===== src/rtl/da_fir_seq.sv =====
// da_fir_seq: sequencer for a bit-serial distributed-arithmetic FIR engine.
// It takes one sample at a time from a valid/ready source and launches the engine.
// It waits for the engine to finish and queues each result in a small output FIFO.
// A watchdog covers the engine's busy handshake, and a counter tracks completed samples.
module da_fir_seq #(
    parameter int unsigned OPSIZE     = 12,
    parameter int unsigned FIFO_DEPTH = 4,
    parameter int unsigned BUSY_WAIT  = 2,
    parameter int unsigned TIMEOUT    = 16
) (
    input  logic              clk,
    input  logic              rst,
    input  logic              en,
    input  logic              s_valid,
    output logic              s_ready,
    input  logic [OPSIZE-1:0] s_data,
    output logic              m_valid,
    input  logic              m_ready,
    output logic [OPSIZE-1:0] m_data,
    output logic              eng_start,
    output logic [OPSIZE-1:0] eng_xin,
    input  logic              eng_ready,
    input  logic [OPSIZE-1:0] eng_yout,
    output logic              busy,
    output logic              err,
    input  logic              err_clr,
    output logic [15:0]       sample_cnt
);

    localparam int unsigned AW   = $clog2(FIFO_DEPTH);
    localparam int unsigned TMAX = (BUSY_WAIT > TIMEOUT) ? BUSY_WAIT : TIMEOUT;
    localparam int unsigned TW   = $clog2(TMAX + 1);

    localparam logic [TW-1:0] BUSY_LAST = TW'(BUSY_WAIT - 1);
    localparam logic [TW-1:0] DONE_LAST = TW'(TIMEOUT - 1);
    localparam logic [AW:0]   FULL_CNT  = (AW+1)'(FIFO_DEPTH);

    typedef enum logic [1:0] {
        IDLE      = 2'd0,
        LAUNCH    = 2'd1,
        WAIT_BUSY = 2'd2,
        WAIT_DONE = 2'd3
    } state_t;

    state_t            state_q, state_d;
    logic [TW-1:0]     timer_q, timer_d;
    logic [OPSIZE-1:0] xin_q, xin_d;
    logic              err_q, err_d;
    logic [15:0]       cnt_q, cnt_d;

    logic [OPSIZE-1:0] mem_q [FIFO_DEPTH];
    logic [AW-1:0]     wr_q, wr_d;
    logic [AW-1:0]     rd_q, rd_d;
    logic [AW:0]       count_q, count_d;

    logic accept;
    logic push;
    logic pop;
    logic start;

    // s_ready is forced low during reset so every output shows its reset value while rst is held.
    assign s_ready = !rst && en && (state_q == IDLE) && eng_ready && (count_q < FULL_CNT);
    assign accept  = s_valid && s_ready;
    assign m_valid = (count_q != '0);
    assign pop     = m_valid && m_ready;

    assign m_data     = m_valid ? mem_q[rd_q] : '0;
    assign eng_start  = start;
    assign eng_xin    = xin_q;
    assign busy       = (state_q != IDLE);
    assign err        = err_q;
    assign sample_cnt = cnt_q;

    // Next-state logic, watchdog timers, result push and error/counter updates.
    always_comb begin
        state_d = state_q;
        timer_d = timer_q;
        xin_d   = xin_q;
        err_d   = err_q;
        cnt_d   = cnt_q;
        push    = 1'b0;
        start   = 1'b0;

        // A new watchdog error assigned below overrides this clear.
        if (err_clr) begin
            err_d = 1'b0;
        end

        unique case (state_q)
            IDLE: begin
                if (accept) begin
                    xin_d   = s_data;
                    state_d = LAUNCH;
                end
            end
            LAUNCH: begin
                start   = 1'b1;
                timer_d = '0;
                state_d = WAIT_BUSY;
            end
            WAIT_BUSY: begin
                // The engine must show busy (ready low) before a ready high counts as done.
                if (!eng_ready) begin
                    timer_d = '0;
                    state_d = WAIT_DONE;
                end else if (timer_q == BUSY_LAST) begin
                    err_d   = 1'b1;
                    state_d = IDLE;
                end else begin
                    timer_d = timer_q + TW'(1);
                end
            end
            WAIT_DONE: begin
                if (eng_ready) begin
                    push    = 1'b1;
                    cnt_d   = cnt_q + 16'd1;
                    state_d = IDLE;
                end else if (timer_q == DONE_LAST) begin
                    err_d   = 1'b1;
                    state_d = IDLE;
                end else begin
                    timer_d = timer_q + TW'(1);
                end
            end
            default: begin
                state_d = IDLE;
            end
        endcase
    end

    // Control state register.
    always_ff @(posedge clk) begin
        if (rst) begin
            state_q <= IDLE;
            timer_q <= '0;
            xin_q   <= '0;
            err_q   <= 1'b0;
            cnt_q   <= '0;
        end else begin
            state_q <= state_d;
            timer_q <= timer_d;
            xin_q   <= xin_d;
            err_q   <= err_d;
            cnt_q   <= cnt_d;
        end
    end

    // FIFO pointer and occupancy update. A push and a pop in the same cycle leave the count unchanged.
    always_comb begin
        wr_d    = wr_q;
        rd_d    = rd_q;
        count_d = count_q;
        if (push) begin
            wr_d = wr_q + AW'(1);
        end
        if (pop) begin
            rd_d = rd_q + AW'(1);
        end
        unique case ({push, pop})
            2'b10:   count_d = count_q + (AW+1)'(1);
            2'b01:   count_d = count_q - (AW+1)'(1);
            default: count_d = count_q;
        endcase
    end

    // FIFO pointer registers.
    always_ff @(posedge clk) begin
        if (rst) begin
            wr_q    <= '0;
            rd_q    <= '0;
            count_q <= '0;
        end else begin
            wr_q    <= wr_d;
            rd_q    <= rd_d;
            count_q <= count_d;
        end
    end

    // FIFO storage, not reset. m_data is masked to zero while the FIFO is empty.
    always_ff @(posedge clk) begin
        if (!rst && push) begin
            mem_q[wr_q] <= eng_yout;
        end
    end

endmodule

===== config.mk =====
export PLATFORM = sky130hd
export DESIGN_NAME = da_fir_seq
export DESIGN_NICKNAME = d
export VERILOG_FILES = /design/src/rtl/da_fir_seq.sv
export SDC_FILE = /design/constraint.sdc
export NUM_CORES = 1
export LEC_CHECK = 0
export ABC_AREA = 1
export ABC_CLOCK_PERIOD_IN_PS = 2500
export BUFFER_PORTS_ARGS = -buffer_cell sky130_fd_sc_hd__buf_2
export CAP_MARGIN = 20
export CORE_MARGIN = 1.5
export CORE_UTILIZATION = 37
export CTS_CLUSTER_DIAMETER = 40
export DETAILED_ROUTE_END_ITERATION = 7
export PLACE_DENSITY = 0.57
export SYNTH_ARGS = -nofsm -noshare
export SYNTH_HDL_FRONTEND = slang
export SYNTH_SLANG_ARGS = --single-unit

===== constraint.sdc =====
create_clock -name clk -period 2.5 [get_ports clk]
set_input_delay 0.625 -clock clk [delete_from_list [all_inputs] [get_ports clk]]
set_output_delay 0.625 -clock clk [all_outputs]
set_load 0.02 [all_outputs]

======== Word level (Yosys, flattened, before mapping) ========
Memory sizes are Yosys's and may differ from the RTL's. A register that Yosys moved wholly into a read port is not among the register bits.
Cells that the tools add are included.
operators by class
  multiplexer cells ....................... 26
  equality and inequality tests ........... 13
  $lt $le $gt $ge ......................... 1
  $add $sub $neg .......................... 6
  reductions and logical operators ........ 17
operators with widths
  cell                                                              count
  5-bit 2-to-1 mux                                                  4
  16-bit by 1-bit adder with 16-bit output (second input constant)  1
  5-bit case mux with 3 select lines                                1
  2-bit 2-to-1 mux                                                  7
  12-bit 2-to-1 mux                                                 1
  1-bit 2-to-1 mux                                                  10
  3-bit inequality test (second input constant)                     3
  2-bit case mux with 4 select lines                                1
  1-bit logical AND                                                 7
  2-bit == test (second input constant)                             3
  2-bit inequality test (second input constant)                     3
  3-bit case mux with 2 select lines                                1
  3-bit nonzero test                                                2
  5-bit by 1-bit adder with 5-bit output (second input constant)    1
  5-bit by 1-bit == test with 1-bit output (second input constant)  1
  5-bit by 4-bit == test with 1-bit output (second input constant)  1
  2-bit by 1-bit adder with 2-bit output (second input constant)    2
  2-bit by 1-bit == test with 1-bit output (second input constant)  2
  2-bit AND reduction                                               2
  4-bit AND reduction                                               1
  2-bit nonzero test                                                2
  3-bit by 1-bit adder with 3-bit output (second input constant)    1
  3-bit < comparator (second input constant)                        1
  3-bit AND reduction                                               1
  4 further kinds                                                   4
word-level totals
  bits in writable memories ............... 48
  memories ................................ 1
  flip-flop bits (word level) ............. 43
  logic and storage cells ................. 72
  output and inout port bits .............. 45
memory list
  memory  words  width  read ports  clocked after memory_dff  write ports  line  text
  mem_q   4      12     1           1                         1            51    logic [OPSIZE-1:0] mem_q [FIFO_DEPTH];

======== Longest topological paths before layout ========
  depth in word-level cells ............... 8
  mapped depth ............................ 11

======== Worst setup path before layout ========
No wires, ideal clock.
  path type ............................... input-to-reg
  from .................................... in m_ready
  to ...................................... reg count_q[2]
  setup time .............................. 0.122 ns
  arrival ................................. 1.857 ns
  stages .................................. 9
  required time ........................... 2.378 ns
  setup slack ............................. 0.521 ns
  path through ............................ inv_1 nor2_1 ha_1 inv_1 fa_1 a21oi_1 o21ai_0 o21ai_0 a21oi_1
between the ends
  word-level cells in the longest chain between the ends .. 3
  elaborated cells on any way between the ends .. 5
  those cells by class .................... 2 x eq/ne; 1 x mux; 2 x reduce/logical
RTL lines
  what                                                                              line  text
  from (decl)                                                                       18    input logic m_ready,
  1-bit logical AND *                                                               65    assign pop = m_valid && m_ready;
  net pop                                                                           58    logic pop;
  2-bit by 1-bit == test with 1-bit output / 2-bit == test (equally long branches)  159   unique case ({push, pop})
  3-bit case mux with 2 select lines / 2-bit nonzero test (equally long branches)   n/a
  to (signal assigned)                                                              175   count_q <= count_d;
  to (decl)                                                                         54    logic [AW:0] count_q, count_d;
The timed path passes the listed nets; every way through them passes the cells marked *.
A chain may end at the register's enable or synchronous reset.

==> flow_summary_export.csv <==
group,metric,value,unit
synthesis,seq_area_frac_synth,0.570,
route,vias_per_cell,4.72,
worst_setup_path,end_kind,"output pin",
clock_tree,cts-root-buf,"clkbuf_8",
flow_run,cap_violations,0,
timing,rsz0062_at_grt,"no",
synthesis,syn_inst,456,
route,drt_iter0_drc,100,
global_route,grt_max_degree,37,
route,wl,8.49,mm
synthesis,syn_nets,502,
place,pre_cts_ws,0.306,ns
worst_hold_path,holdPathStages,2,
clock_tree,clock_latency,0.35,ns
synthesis,syn_area,4110,µm²
pwr,vdd_drop_max,0.413,mV
pwr,pwr-share-seq,0.443,
route,drc,0,
route,vias,3216,
timing,fmax,445,MHz
synthesis,synth_top_area_frac,0.351,
die,initial_utilization,0.379,
clock_tree,cts.sinks,93,
pwr,power,3.99,mW
global_route,gr-total-overflow,0,
place,placed_area,4670,µm²
clock_tree,cts_setup_buffers,0,
timing,setup_slack,0.254,ns
status,outcome,"complete, no violations",
clock_tree,htree_num_levels,3,
worst_hold_path,hold_end,"eng_xin[0]",
die,die_w,108,µm
route,ant_nets,0,
timing,tightest_slew,0.458,ns
clock_tree,clk_path_buf_depth,2,
clock_tree,clk_pin_slew,0.09,ns
pwr,p_sw,1.36,mW
synthesis,yosysMostFrequentCell,"nor2_1",
timing,finClkSkew,0.0148,ns
finish,drive_above_1_share,0.216,
timing,maxSlewViolCount,0,
pwr,netSwitchingFraction,0.340,
synthesis,synth_edf_count,48,
timing,slew_headroom,0.694,
finish,diodes,0,
worst_setup_path,crit_arrival,1.62,ns
worst_hold_path,hold_class,"flip-flop to flip-flop",
pwr,p_leak,2.09,nW
route,first_pass_iters,5,
finish,fin_nets,583,
synthesis,synth.distinct_cells,34,
synthesis,ys.flop_type,"edfxtp_1",
worst_hold_path,hp-start,"eng_xin[0]",
synthesis,ys_ff_latch,93,
timing,fin_tns_setup,0,ns
clock_tree,cts_buffers,9,
place,port-buffer-count,75,
finish,stdcell_count,682,
timing,period_minus_slack,2.25,ns
synthesis,async_flop_share,0,
route,avgRoutedWirePerCell,12.5,µm
synthesis,synthTopCellsByCount,"97 x nor2_1, 52 x inv_1, 51 x o21ai_0, 48 x edfxtp_1, 48 x nand2_1",
pwr,power_density,817,nW/µm²
worst_setup_path,critPathMaxFanout,24,
synthesis,ys.warnings.count,0,
die,num_io_pins,76,
worst_setup_path,regToRegSetupSlack,0.51,ns
place,place_congestion,0.766,
finish,area_delta_synth_final,19.0,%
worst_setup_path,worstReg2RegEnd,"count_q[2]",
global_route,grt_use_total,0.154,
die,row_count,38,
place,place_hpwl,5.95,mm
place,placed_cells,666,
timing,hold_viol_final,0,
die,fp.dieH,108,µm
timing,finalCritPeriodShare,0.898,
global_route,grt_pass1_wl,14.0,mm
pwr,p_comb_frac,0.281,
worst_setup_path,critPathRequiredTime,1.88,ns
timing,setup_violations,0,
worst_setup_path,rr_worst_depth,9,
finish,final_area,4890,µm²
global_route,antenna_found_initial,0,
synthesis,synth_area_leader_cell,"edfxtp_1",
die,coreArea,10800,µm²
synthesis,synthTopCellsByArea,"edfxtp_1 35%, dfxtp_1 22%, nor2_1 8.9%",
worst_setup_path,path_class,"flip-flop to output pin",
worst_setup_path,reg2reg_from,"state_q[1]",
die,dieArea,11700,µm²
pwr,p_int,2.63,mW
worst_setup_path,cp-start-kind,"flip-flop",
pwr,p_clk_frac,0.276,
clock_tree,cts_tree,"built",
global_route,grt_pass1_vias,3079,
synthesis,synth.avg_cell_area,9.01,µm²
-- worst max path at each step --
stage | endpoint | slack (ns) | startpoint | cells past startpoint
4_1_cts | m_data[7] | 0.07 | flip-flop | 4
3_3_place_gp | count_q[2] | 0.36 | m_ready | 10
2_1_floorplan | count_q[2] | 0.52 | m_ready | 9
6_report | m_data[7] | 0.25 | flip-flop | 4
3_5_place_dp | count_q[2] | 0.31 | m_ready | 10
5_1_grt | m_data[7] | 0.1 | flip-flop | 4
-- through the flow --
stage               hold WS, ns  utilization
global route              0.453        0.451
finish                    0.476        0.451
global placement          0.447        0.431
floorplan                 0.436            -
detailed placement        0.453        0.431
CTS                       0.471        0.451
-- layout make-up --
cell class / instances / area (µm²)
clock buffer: 10 / 128
timing repair buffer: 84 / 455
inverter: 56 / 211
tap: 140 / 175
sequential: 93 / 2340
multi-input combinational: 293 / 1480
clock inverter: 6 / 92.6
fill: 1067 / 5950
-- critical path, cell delays in order, from the launching register on --
cell	delay [ns]
dfxtp_2	0.41
inv_2	0.31
o21ai_0	0.16
a21oi_1	0.19
buf_2	0.19
-- logic make-up (layout without fill, tap and decap cells) --
family,Yosys count,after routing,synth area share
adders and majority gates,15,15,0.0475
buffers and inverters,70,156,0.0691
DFF,93,93,0.570
AOI/OAI and AO/OA,101,101,0.124
and+or+nand+nor,177,177,0.189
-- registers in the layout, indices dropped and copies added (netlist names), named ones only --
name / flops
mem_q: 48
sample_cnt: 16
eng_xin: 12
timer_q: 5
count_q: 3
rd_q: 2
state_q: 2
wr_q: 2
err: 1
-- power groups by stage --
stage	Combinational, mW	Sequential (mW)	Clock (mW)
5_1_grt	1.27	1.78	1.20
3_3_place_gp	1.11	1.80	0
3_5_place_dp	1.13	1.80	0
2_1_floorplan	0.784	1.78	0
6_report	1.12	1.77	1.10
4_1_cts	1.13	1.77	1.14
-- cell usage in the layout, fill, tap and decap left out, types with 3 or more instances in the layout --
cell type / netlist / layout
ha_1: 14 / 14
nor2_1: 97 / 97
edfxtp_1: 48 / 48
o21ai_0: 51 / 51
nand4_1: 3 / 3
buf_4: 0 / 8
nor2_2: 3 / 3
nand3_1: 11 / 11
inv_1: 52 / 52
nor3_1: 3 / 3
a21oi_1: 47 / 47
nand2_1: 48 / 48
clkbuf_8: 0 / 9
dfxtp_1: 45 / 44
buf_2: 3 / 75
-- layer usage --
metal / GRT usage / part of all wire / vias to the layer above
met5: 0 / 0 / -
met4: 0.0508 / 0.0087 / 0
met3: 0.0392 / 0.035 / 5
met2: 0.268 / 0.49 / 57
met1: 0.185 / 0.46 / 1492
li1: - / - / 1662
-- repair_timing --
| item | in CTS | in global routing |
|---|---|---|
| endpoints found under the setup margin | 0 | 12 |
| gates resized for setup | 0 | 1 |
| hold buffers | 0 | 0 |
| endpoints found under the hold margin | 0 | 0 |
No activity file was read; power rests on OpenSTA's default activity.
